`config.mk`:
```
export PLATFORM = sky130hd
export DESIGN_NAME = stream_scoreboard
export DESIGN_NICKNAME = d
export VERILOG_FILES = /design/src/rtl/sb_pkg.sv /design/src/rtl/sb_fifo.sv /design/src/rtl/stream_scoreboard.sv
export SDC_FILE = /design/constraint.sdc
export NUM_CORES = 1
export LEC_CHECK = 0
export BUFFER_PORTS_ARGS = -buffer_cell sky130_fd_sc_hd__buf_2
export CAP_MARGIN = 20
export CORE_UTILIZATION = 30
export CTS_BUF_LIST = sky130_fd_sc_hd__clkbuf_4 sky130_fd_sc_hd__clkbuf_8
export CTS_CLUSTER_DIAMETER = 100
export DETAILED_ROUTE_END_ITERATION = 10
export GPL_ROUTABILITY_DRIVEN = 0
export SYNTH_ARGS = -nofsm -noshare
export SYNTH_HDL_FRONTEND = slang
export SYNTH_SLANG_ARGS = --single-unit
export TNS_END_PERCENT = 1
```
`constraint.sdc`:
```
create_clock -name clk -period 6.6 [get_ports clk]
set_input_delay 0.33 -clock clk [delete_from_list [all_inputs] [get_ports clk]]
set_output_delay 0.33 -clock clk [all_outputs]
set_load 0.05 [all_outputs]
```
`src/rtl/sb_pkg.sv`:
```
// sb_pkg: shared types and helpers for the stream scoreboard.
//   sb_state_e : scoreboard FSM states (IDLE, RUN, DRAIN, DONE)
//   sb_ptr_w() : FIFO pointer width; one bit more than the address so that
//                full and empty can be told apart by the MSB.
package sb_pkg;

  typedef enum logic [1:0] {
    SB_IDLE  = 2'd0,
    SB_RUN   = 2'd1,
    SB_DRAIN = 2'd2,
    SB_DONE  = 2'd3
  } sb_state_e;

  localparam int SB_MIN_DEPTH = 2;

  function automatic int sb_ptr_w(input int depth);
    return $clog2(depth) + 1;
  endfunction

endpackage

```
`src/rtl/sb_fifo.sv`:
```
// sb_fifo: synchronous first-word-fall-through FIFO for expected words.
// Ports:
//   clk, rst  : clock, synchronous active-high reset
//   i_clr     : synchronous flush (pointers back to zero)
//   i_push    : write i_data (honoured when not full, or full with a pop)
//   i_data    : word to write
//   i_pop     : drop the head word (honoured when not empty)
//   o_head    : current head word, valid whenever o_empty is low
//   o_full    : DEPTH words stored
//   o_empty   : no words stored
module sb_fifo
  import sb_pkg::*;
#(
  parameter int DATA_W = 8,
  parameter int DEPTH  = 8
) (
  input  logic              clk,
  input  logic              rst,
  input  logic              i_clr,
  input  logic              i_push,
  input  logic [DATA_W-1:0] i_data,
  input  logic              i_pop,
  output logic [DATA_W-1:0] o_head,
  output logic              o_full,
  output logic              o_empty
);

  localparam int AW = $clog2(DEPTH);
  localparam int PW = sb_ptr_w(DEPTH);

  logic [DATA_W-1:0] r_mem [DEPTH];
  logic [PW-1:0]     r_wr_ptr;
  logic [PW-1:0]     r_rd_ptr;
  logic              w_do_push;
  logic              w_do_pop;

  // Same address with differing MSBs means the writer has lapped the reader.
  assign o_empty = (r_wr_ptr == r_rd_ptr);
  assign o_full  = (r_wr_ptr[AW-1:0] == r_rd_ptr[AW-1:0]) &&
                   (r_wr_ptr[AW] != r_rd_ptr[AW]);

  assign w_do_pop  = i_pop && !o_empty;
  // A pop in the same cycle frees the slot, so a full FIFO can still take a push.
  assign w_do_push = i_push && (!o_full || w_do_pop);

  assign o_head = r_mem[r_rd_ptr[AW-1:0]];

  always_ff @(posedge clk) begin
    if (w_do_push) begin
      r_mem[r_wr_ptr[AW-1:0]] <= i_data;
    end
  end

  always_ff @(posedge clk) begin
    if (rst || i_clr) begin
      r_wr_ptr <= '0;
      r_rd_ptr <= '0;
    end else begin
      if (w_do_push) r_wr_ptr <= r_wr_ptr + PW'(1);
      if (w_do_pop)  r_rd_ptr <= r_rd_ptr + PW'(1);
    end
  end

endmodule

```
`src/rtl/stream_scoreboard.sv`:
```
// stream_scoreboard: end-of-stream checker. Expected words are queued in a
// FIFO; every observed word pops one and is compared, with saturating
// match/mismatch statistics and sticky error flags.
// Ports:
//   clk, rst          : clock, synchronous active-high reset
//   start / stop      : begin a run (clears stats) / stop queueing and drain
//   exp_valid/data    : expected word from the stimulus side
//   exp_ready         : expected word can be accepted this cycle
//   obs_valid/data    : observed DUT output word
//   state             : current FSM state
//   match_count       : compares that matched (saturating)
//   mismatch_count    : compares that differed (saturating)
//   mismatch          : one-cycle pulse per failed compare
//   first_exp/obs     : operands of the first mismatch since start/reset
//   underflow         : sticky, observed word with nothing to compare against
//   overflow          : sticky, expected word dropped because FIFO was full
//   timeout           : sticky, drain gave up with words still queued
//   done / pass       : run finished / finished cleanly
module stream_scoreboard
  import sb_pkg::*;
#(
  parameter int DATA_W  = 8,
  parameter int DEPTH   = 8,
  parameter int CNT_W   = 16,
  parameter int TIMEOUT = 64
) (
  input  logic              clk,
  input  logic              rst,
  input  logic              start,
  input  logic              stop,
  input  logic              exp_valid,
  input  logic [DATA_W-1:0] exp_data,
  output logic              exp_ready,
  input  logic              obs_valid,
  input  logic [DATA_W-1:0] obs_data,
  output sb_state_e         state,
  output logic [CNT_W-1:0]  match_count,
  output logic [CNT_W-1:0]  mismatch_count,
  output logic              mismatch,
  output logic [DATA_W-1:0] first_exp,
  output logic [DATA_W-1:0] first_obs,
  output logic              underflow,
  output logic              overflow,
  output logic              timeout,
  output logic              done,
  output logic              pass
);

  localparam int IDLE_W = $clog2(TIMEOUT) + 1;

  sb_state_e         r_state;
  logic [CNT_W-1:0]  r_match_count;
  logic [CNT_W-1:0]  r_mismatch_count;
  logic              r_mismatch;
  logic [DATA_W-1:0] r_first_exp;
  logic [DATA_W-1:0] r_first_obs;
  logic              r_have_first;
  logic              r_underflow;
  logic              r_overflow;
  logic              r_timeout;
  logic [IDLE_W-1:0] r_idle;

  logic              w_run;
  logic              w_active;
  logic              w_clear;
  logic              w_bypass;
  logic              w_pop;
  logic              w_push;
  logic              w_full;
  logic              w_empty;
  logic [DATA_W-1:0] w_head;
  logic              w_cmp_valid;
  logic [DATA_W-1:0] w_cmp_exp;
  logic              w_cmp_ok;
  logic              w_set_ovf;
  logic              w_set_udf;

  assign w_run    = (r_state == SB_RUN);
  assign w_active = (r_state == SB_RUN) || (r_state == SB_DRAIN);
  // start only has effect from IDLE or DONE; in RUN it is ignored.
  assign w_clear  = start && ((r_state == SB_IDLE) || (r_state == SB_DONE));

  // Empty FIFO with both sides valid: compare directly, never store the word.
  assign w_bypass  = w_run && w_empty && exp_valid && obs_valid;
  assign w_pop     = w_active && obs_valid && !w_empty;
  assign exp_ready = w_run && (!w_full || w_pop);
  assign w_push    = w_run && exp_valid && exp_ready && !w_bypass;
  assign w_set_ovf = w_run && exp_valid && w_full && !w_pop;
  assign w_set_udf = w_active && obs_valid && w_empty && !w_bypass;

  assign w_cmp_valid = w_pop || w_bypass;
  assign w_cmp_exp   = w_bypass ? exp_data : w_head;
  assign w_cmp_ok    = (w_cmp_exp == obs_data);

  sb_fifo #(
    .DATA_W (DATA_W),
    .DEPTH  (DEPTH)
  ) u_fifo (
    .clk     (clk),
    .rst     (rst),
    .i_clr   (w_clear),
    .i_push  (w_push),
    .i_data  (exp_data),
    .i_pop   (w_pop),
    .o_head  (w_head),
    .o_full  (w_full),
    .o_empty (w_empty)
  );

  always_ff @(posedge clk) begin
    if (rst) begin
      r_state          <= SB_IDLE;
      r_match_count    <= '0;
      r_mismatch_count <= '0;
      r_mismatch       <= 1'b0;
      r_first_exp      <= '0;
      r_first_obs      <= '0;
      r_have_first     <= 1'b0;
      r_underflow      <= 1'b0;
      r_overflow       <= 1'b0;
      r_timeout        <= 1'b0;
      r_idle           <= '0;
    end else begin
      r_mismatch <= 1'b0;

      // Statistics: a clear and a compare never coincide because compares
      // only happen in RUN/DRAIN while clears only happen in IDLE/DONE.
      if (w_clear) begin
        r_match_count    <= '0;
        r_mismatch_count <= '0;
        r_first_exp      <= '0;
        r_first_obs      <= '0;
        r_have_first     <= 1'b0;
        r_underflow      <= 1'b0;
        r_overflow       <= 1'b0;
        r_timeout        <= 1'b0;
      end else begin
        if (w_cmp_valid) begin
          if (w_cmp_ok) begin
            if (r_match_count != '1) r_match_count <= r_match_count + CNT_W'(1);
          end else begin
            r_mismatch <= 1'b1;
            if (r_mismatch_count != '1) r_mismatch_count <= r_mismatch_count + CNT_W'(1);
            if (!r_have_first) begin
              r_first_exp  <= w_cmp_exp;
              r_first_obs  <= obs_data;
              r_have_first <= 1'b1;
            end
          end
        end
        if (w_set_udf) r_underflow <= 1'b1;
        if (w_set_ovf) r_overflow  <= 1'b1;
      end

      case (r_state)
        SB_IDLE: begin
          if (start) r_state <= SB_RUN;
        end
        SB_RUN: begin
          if (stop) begin
            r_state <= SB_DRAIN;
            r_idle  <= '0;
          end
        end
        SB_DRAIN: begin
          r_idle <= obs_valid ? '0 : r_idle + IDLE_W'(1);
          if (w_empty) begin
            r_state <= SB_DONE;
          end else if (r_idle == IDLE_W'(TIMEOUT - 1)) begin
            r_state   <= SB_DONE;
            r_timeout <= 1'b1;
          end
        end
        SB_DONE: begin
          if (start) r_state <= SB_RUN;
        end
        default: r_state <= SB_IDLE;
      endcase
    end
  end

  assign state          = r_state;
  assign match_count    = r_match_count;
  assign mismatch_count = r_mismatch_count;
  assign mismatch       = r_mismatch;
  assign first_exp      = r_first_exp;
  assign first_obs      = r_first_obs;
  assign underflow      = r_underflow;
  assign overflow       = r_overflow;
  assign timeout        = r_timeout;
  assign done           = (r_state == SB_DONE);
  assign pass           = done && (r_mismatch_count == '0) &&
                          !r_underflow && !r_overflow && !r_timeout;

endmodule

```
**Word level (Yosys, flattened, before mapping)**

Memory sizes are Yosys's and may differ from the RTL's. A register that Yosys moved wholly into a read port is not among the register bits.
Index checks and enable logic that the tools add are counted.

- Output and inout port bits: 57
- ROM bits: 0
- Word-level logic and storage cells: 99
- Bits in latches: 0
- Memories kept: 1
- Bits in registers: 70
- RAM bits: 64
- Input port bits: 22

- Divide/modulo/power cells: 0
- Reductions and logical operators: 46
- Multipliers: 0
- $add $sub $neg: 5
- Bitwise logic cells: 3
- Shift-type cells: 0
- Eq/ne operators: 13
- Mux-type cells: 18
- Magnitude comparators: 0

Memories:

| memory | depth | width | rd ports | clocked after memory_dff | write ports | line | source |
|---|---|---|---|---|---|---|---|
| u_fifo.r_mem | 8 | 8 | 1 | 1 | 1 | sb_fifo.sv:31 | `logic [DATA_W-1:0] r_mem [DEPTH];` |

Operators by type and width:

| operator | count |
|---|---|
| $add 16x1->16 const B | 2 |
| $ne 16x16->1 const B | 2 |
| $logic_and 1x1->1 | 21 |
| $logic_not 16->1 | 1 |
| $mux 7 | 2 |
| $pmux 7 s2 | 1 |
| $reduce_and 3->1 | 4 |
| $add 4x1->4 const B | 2 |
| $eq 8x8->1 | 1 |
| $mux 2 | 4 |
| $mux 8 | 1 |
| $add 7x1->7 const B | 1 |
| $eq 7x6->1 const B | 1 |
| $logic_not 1->1 | 7 |
| $mux 1 | 7 |
| $logic_or 1x1->1 | 6 |
| $mux 3 | 2 |
| $pmux 2 s3 | 1 |
| $eq 2x2->1 const B | 2 |
| $eq 4x4->1 | 1 |
| $reduce_and 2->1 | 2 |
| $reduce_or 2->1 | 2 |
| $eq 3x3->1 | 1 |
| $ne 3x1->1 const B | 1 |
| 8 further kinds | 10 |

**Logic depth before layout (Yosys ltp)**

- Depth after elaboration: 11
- Gate-level depth with buffers: 14

**Modules after synthesis**

From an unflattened synthesis, not the netlist that was laid out.

- Cell total of the unflattened synthesis: 576
- Area total of the unflattened synthesis: 6383.6 sq um

By module, submodules not included:

| module | cells each | area an instance (sq um) | instances |
|---|---|---|---|
| stream_scoreboard | 408 | 3323.2 | 1 |
| sb_fifo | 168 | 3060.4 | 1 |

**Least setup slack after synthesis**

No wires, ideal clock.

- Path kind: flip-flop to flip-flop
- From: register r_state[0], in the netlist state[0]
- To: register r_match_count[2], in the netlist match_count[2]
- Setup time: 0.132 ns
- Buffers on the path: 5
- Required time: 6.468 ns
- Path slack: 3.096 ns
- Arrival time: 3.371 ns
- Stages on the path, launching flop included: 14
- Cell sequence: dfxtp_1 ha_1 buf_2 and3_1 buf_2 a21oi_1 or3_1 a22o_1 or4_4 buf_6 clkbuf_1 clkbuf_1 o31ai_1 a21oi_1

- Cells in the longest elaborated chain, start to end: 7
- Elaborated cells on any way between the ends: 17
- Those cells by class: eq/ne (4); mux (1); reduce/logical (12)

Ends and longest elaborated chain:

| element | line | source |
|---|---|---|
| start, declared | stream_scoreboard.sv:51 | `sb_state_e r_state;` |
| start signal, assigned | stream_scoreboard.sv:112 | `r_state <= SB_IDLE;` |
| start signal, assigned | stream_scoreboard.sv:157 | `if (start) r_state <= SB_RUN;` |
| start signal, assigned | stream_scoreboard.sv:161 | `r_state <= SB_DRAIN;` |
| $eq 2x1->1 | stream_scoreboard.sv:78, stream_scoreboard.sv:79 |  |
| $logic_and 1x1->1 (3 in series) | stream_scoreboard.sv:84 | `assign w_bypass = w_run && w_empty && exp_valid && obs_valid;` |
| $mux 8 | stream_scoreboard.sv:92 | `assign w_cmp_exp = w_bypass ? exp_data : w_head;` |
| $eq 8x8->1 | stream_scoreboard.sv:93 | `assign w_cmp_ok = (w_cmp_exp == obs_data);` |
| $reduce_and 3->1 (no line) | n/a |  |
| end signal, assigned | stream_scoreboard.sv:140 | `if (r_match_count != '1) r_match_count <= r_match_count + CNT_W'(1);` |
| end, declared | stream_scoreboard.sv:52 | `logic [CNT_W-1:0] r_match_count;` |

Parallel ways exist; a longest one is shown, timed or not.
A chain may end at the register's enable or synchronous reset.

==> impl_metrics.toml <==
[sta]
rsz0062_at_grt = "false"
clock_skew_ns = 0.00969
worst-slew-pin-transition_ns = 1.09
final_hold_viol_count = 0
period_share = 0.605
fmax_mhz = 250
setup_viol = 0
drv_slew = 0
fin_crit_ns = 3.99
fin_setup_tns_ns = 0
slew_headroom = 0.273
whs_ns = 0.149

[final_layout]
final_common_cell = "buf_2"
layout_common_cells = "buf_2 (78), dfxtp_1 (73), edfxtp_1 (64), a21oi_1 (57), nor2_1 (42)"
fin_nets = 669
drive_above_1_share = 0.215
fin_area_sq_mm = 0.00719
n_fill_cell = 2066
finalCoreUtilization = 0.354
antenna_cells = 0
syn_to_final_growth_pct = 15.5
final_cells = 921

[floorplan]
die_width_microns = 146
dieArea_sq_mm = 0.0213
start_util = 0.307
num_rows = 52
core_area_sq_mm = 0.0203
io_pins = 79
die_h_microns = 146

[global_routing]
grt_overflow = 0
antenna_found_initial = 0
track_usage = 0.147
grt_pass1_vias = 4495
grt_first_pass_wirelength_microns = 24200
grt_max_degree = 61

[clocking]
cts_max_level = 4
insertion_delay_ns = 0.44
cts_setup_buffers = 0
cts_resized = 0
root_buffer = "clkbuf_8"
cts_tree = "built"
clock_sinks = 137
path_clk_slew_ns = 0.08
cts_made_buffers = 17
ctsHoldBuffers = 0
cts_buffer_depth = 2

[worst_setup_path]
critical_path_required_ns = 6.96
crit_fanout = 60
crit_chain = "mux4_2, mux2i_1, a21oi_1, or3_1, a22o_1, or4_4, or4_1, a21oi_1"
crit_type = "register to register"
slowest_stage = "dfxtp_1"
worst_path_largest_cell_delay_ns = 0.93
end_kind = "register"
path_common_cell = "a21oi_1"
start_kind = "register"
arrival_ns = 4.36

[logic_synthesis]
ys_seq_area_frac = 0.543
avgSynthCellArea_sq_um = 10.8
syn_inst = 575
synth_seq_cells = 137
yosys.area.top_type_share = 0.309
netlist_area_sq_mm = 0.00623
yosys-top-cells-area = "edfxtp_1 (31%), dfxtp_1 (23%), a21oi_1 (4.6%)"
syn-num-nets = 606
synth_top_area_cell = "edfxtp_1"
synth_cell_types = 45
yosysWarnings = 0

[power]
peakVddDrop_mv = 0.173
p_leak_nw = 2.52
power_density_mw_per_mm2 = 277

[routing]
drt-initial-drc-count = 350
totalWireLength_microns = 15100
drtPass1Iterations = 5
antenna_left = 0
vias = 4732
via_per_inst = 5.14
drc = 0
routedWlPerCell_microns = 16.4

[job]
maxCapViolCount = 0

[status]
status = "complete, no violations"

[placement]
port_buffers = 78
placedInstanceArea_sq_mm = 0.00681
dpl.cell_count = 889
dp_hpwl_microns = 10400

[hold_path]
hold_path.class = "input pin to register"
[cells by family (layout without fill, tap and decap cells)]
family | count (synthesis) | after routing | share of synthesized area
xor+xnor | 9 | 9 | 0.0127
fa+ha+maj | 9 | 9 | 0.0181
compound gates | 140 | 140 | 0.134
flops | 137 | 137 | 0.543
buf+inv | 46 | 122 | 0.0350
simple gates | 205 | 205 | 0.175
mux | 29 | 29 | 0.0824
[synthesized netlist by cell type]
cell type  count
a22oi_1        1
a21oi_1       57
buf_4          2
nand2b_1       9
mux4_2        12
a41o_1         2
a31oi_1        4
ha_1           9
and4_1         1
xnor2_1        6
and3_1        21
o311ai_0       1
nor3_1        16
o21ai_0       37
buf_2          6
nor2b_1        4
nand3_1       35
clkbuf_1      22
mux2_2         6
o31ai_1       19
or4_1         21
a22o_1         2
nand4b_1       2
mux4_1         4
inv_1          9
nand4_1        8
a31o_2         5
a21o_1         2
nor2_1        42
mux2i_1        7
edfxtp_1      64
buf_6          4
xor2_1         3
buf_1          3
a311oi_1       2
or3_1          9
or2_2          1
nor4_1         5
o41ai_1        3
nor3b_1        2
and2_1         2
or4_4          1
dfxtp_1       73
nand2_1       26
o211ai_1       5
[through the flow]
step / worst slack (ns) / total power, W
after floorplan: 3.10 / 0.00125
after global placement: 2.60 / 0.00135
after detailed placement: 2.55 / 0.00135
after CTS: 2.54 / 0.00202
after global routing: 2.32 / 0.00209
final: 2.61 / 0.00199
[report_power, final]
part | total [W] | internal (W) | switching, W | leakage, nW
Clock | 0.000660 | 0.000339 | 0.000321 | 0.183
Sequential | 0.000942 | 0.000919 | 0.0000224 | 1.17
Combinational | 0.000390 | 0.000110 | 0.000280 | 1.17
Total | 0.00199 | 0.00137 | 0.000624 | 2.52
[layer usage]
layer	global-route usage	part of all wire
met1	0.196	0.47
met2	0.232	0.47
met3	0.0406	0.055
met4	0.0453	0.012
met5	0	0
[sequential cells by signal, indices dropped and copies added, names as in the netlist, 4 cells and up, named ones only]
signal,count
first_exp,8
first_obs,8
match_count,16
mismatch_count,16
r_idle,7
u_fifo.r_mem,64
u_fifo.r_rd_ptr,4
u_fifo.r_wr_ptr,4
[critical path, delay by kind of cell (launching register included)]
kind / cells / cell delay, ns
AOI/OAI and AO/OA: 3 / 0.48
and+or+nand+nor: 3 / 1.77
DFF: 1 / 0.93
muxes: 2 / 0.74
[cell type report]
type / instances / area [sq um] / share of cell area
clock buffer: 19 / 249 / 0.0346
tap: 270 / 338 / 0.0470
sequential: 137 / 3380 / 0.471
timing repair buffer: 81 / 413 / 0.0574
clock inverter: 13 / 130 / 0.0181
multi-input combinational: 392 / 2640 / 0.368
inverter: 9 / 33.8 / 0.00470
[worst paths after layout]
kind                start              to  slack [ns]  cells after the start
min reg2reg  first_obs[0]    first_obs[0]        0.48                      2
max reg2reg      register  match_count[5]        2.61                      8
min           obs_data[7]    first_obs[7]        0.15                      3
max              register  match_count[5]        2.61                      8
(Power assumes the default switching activity.)
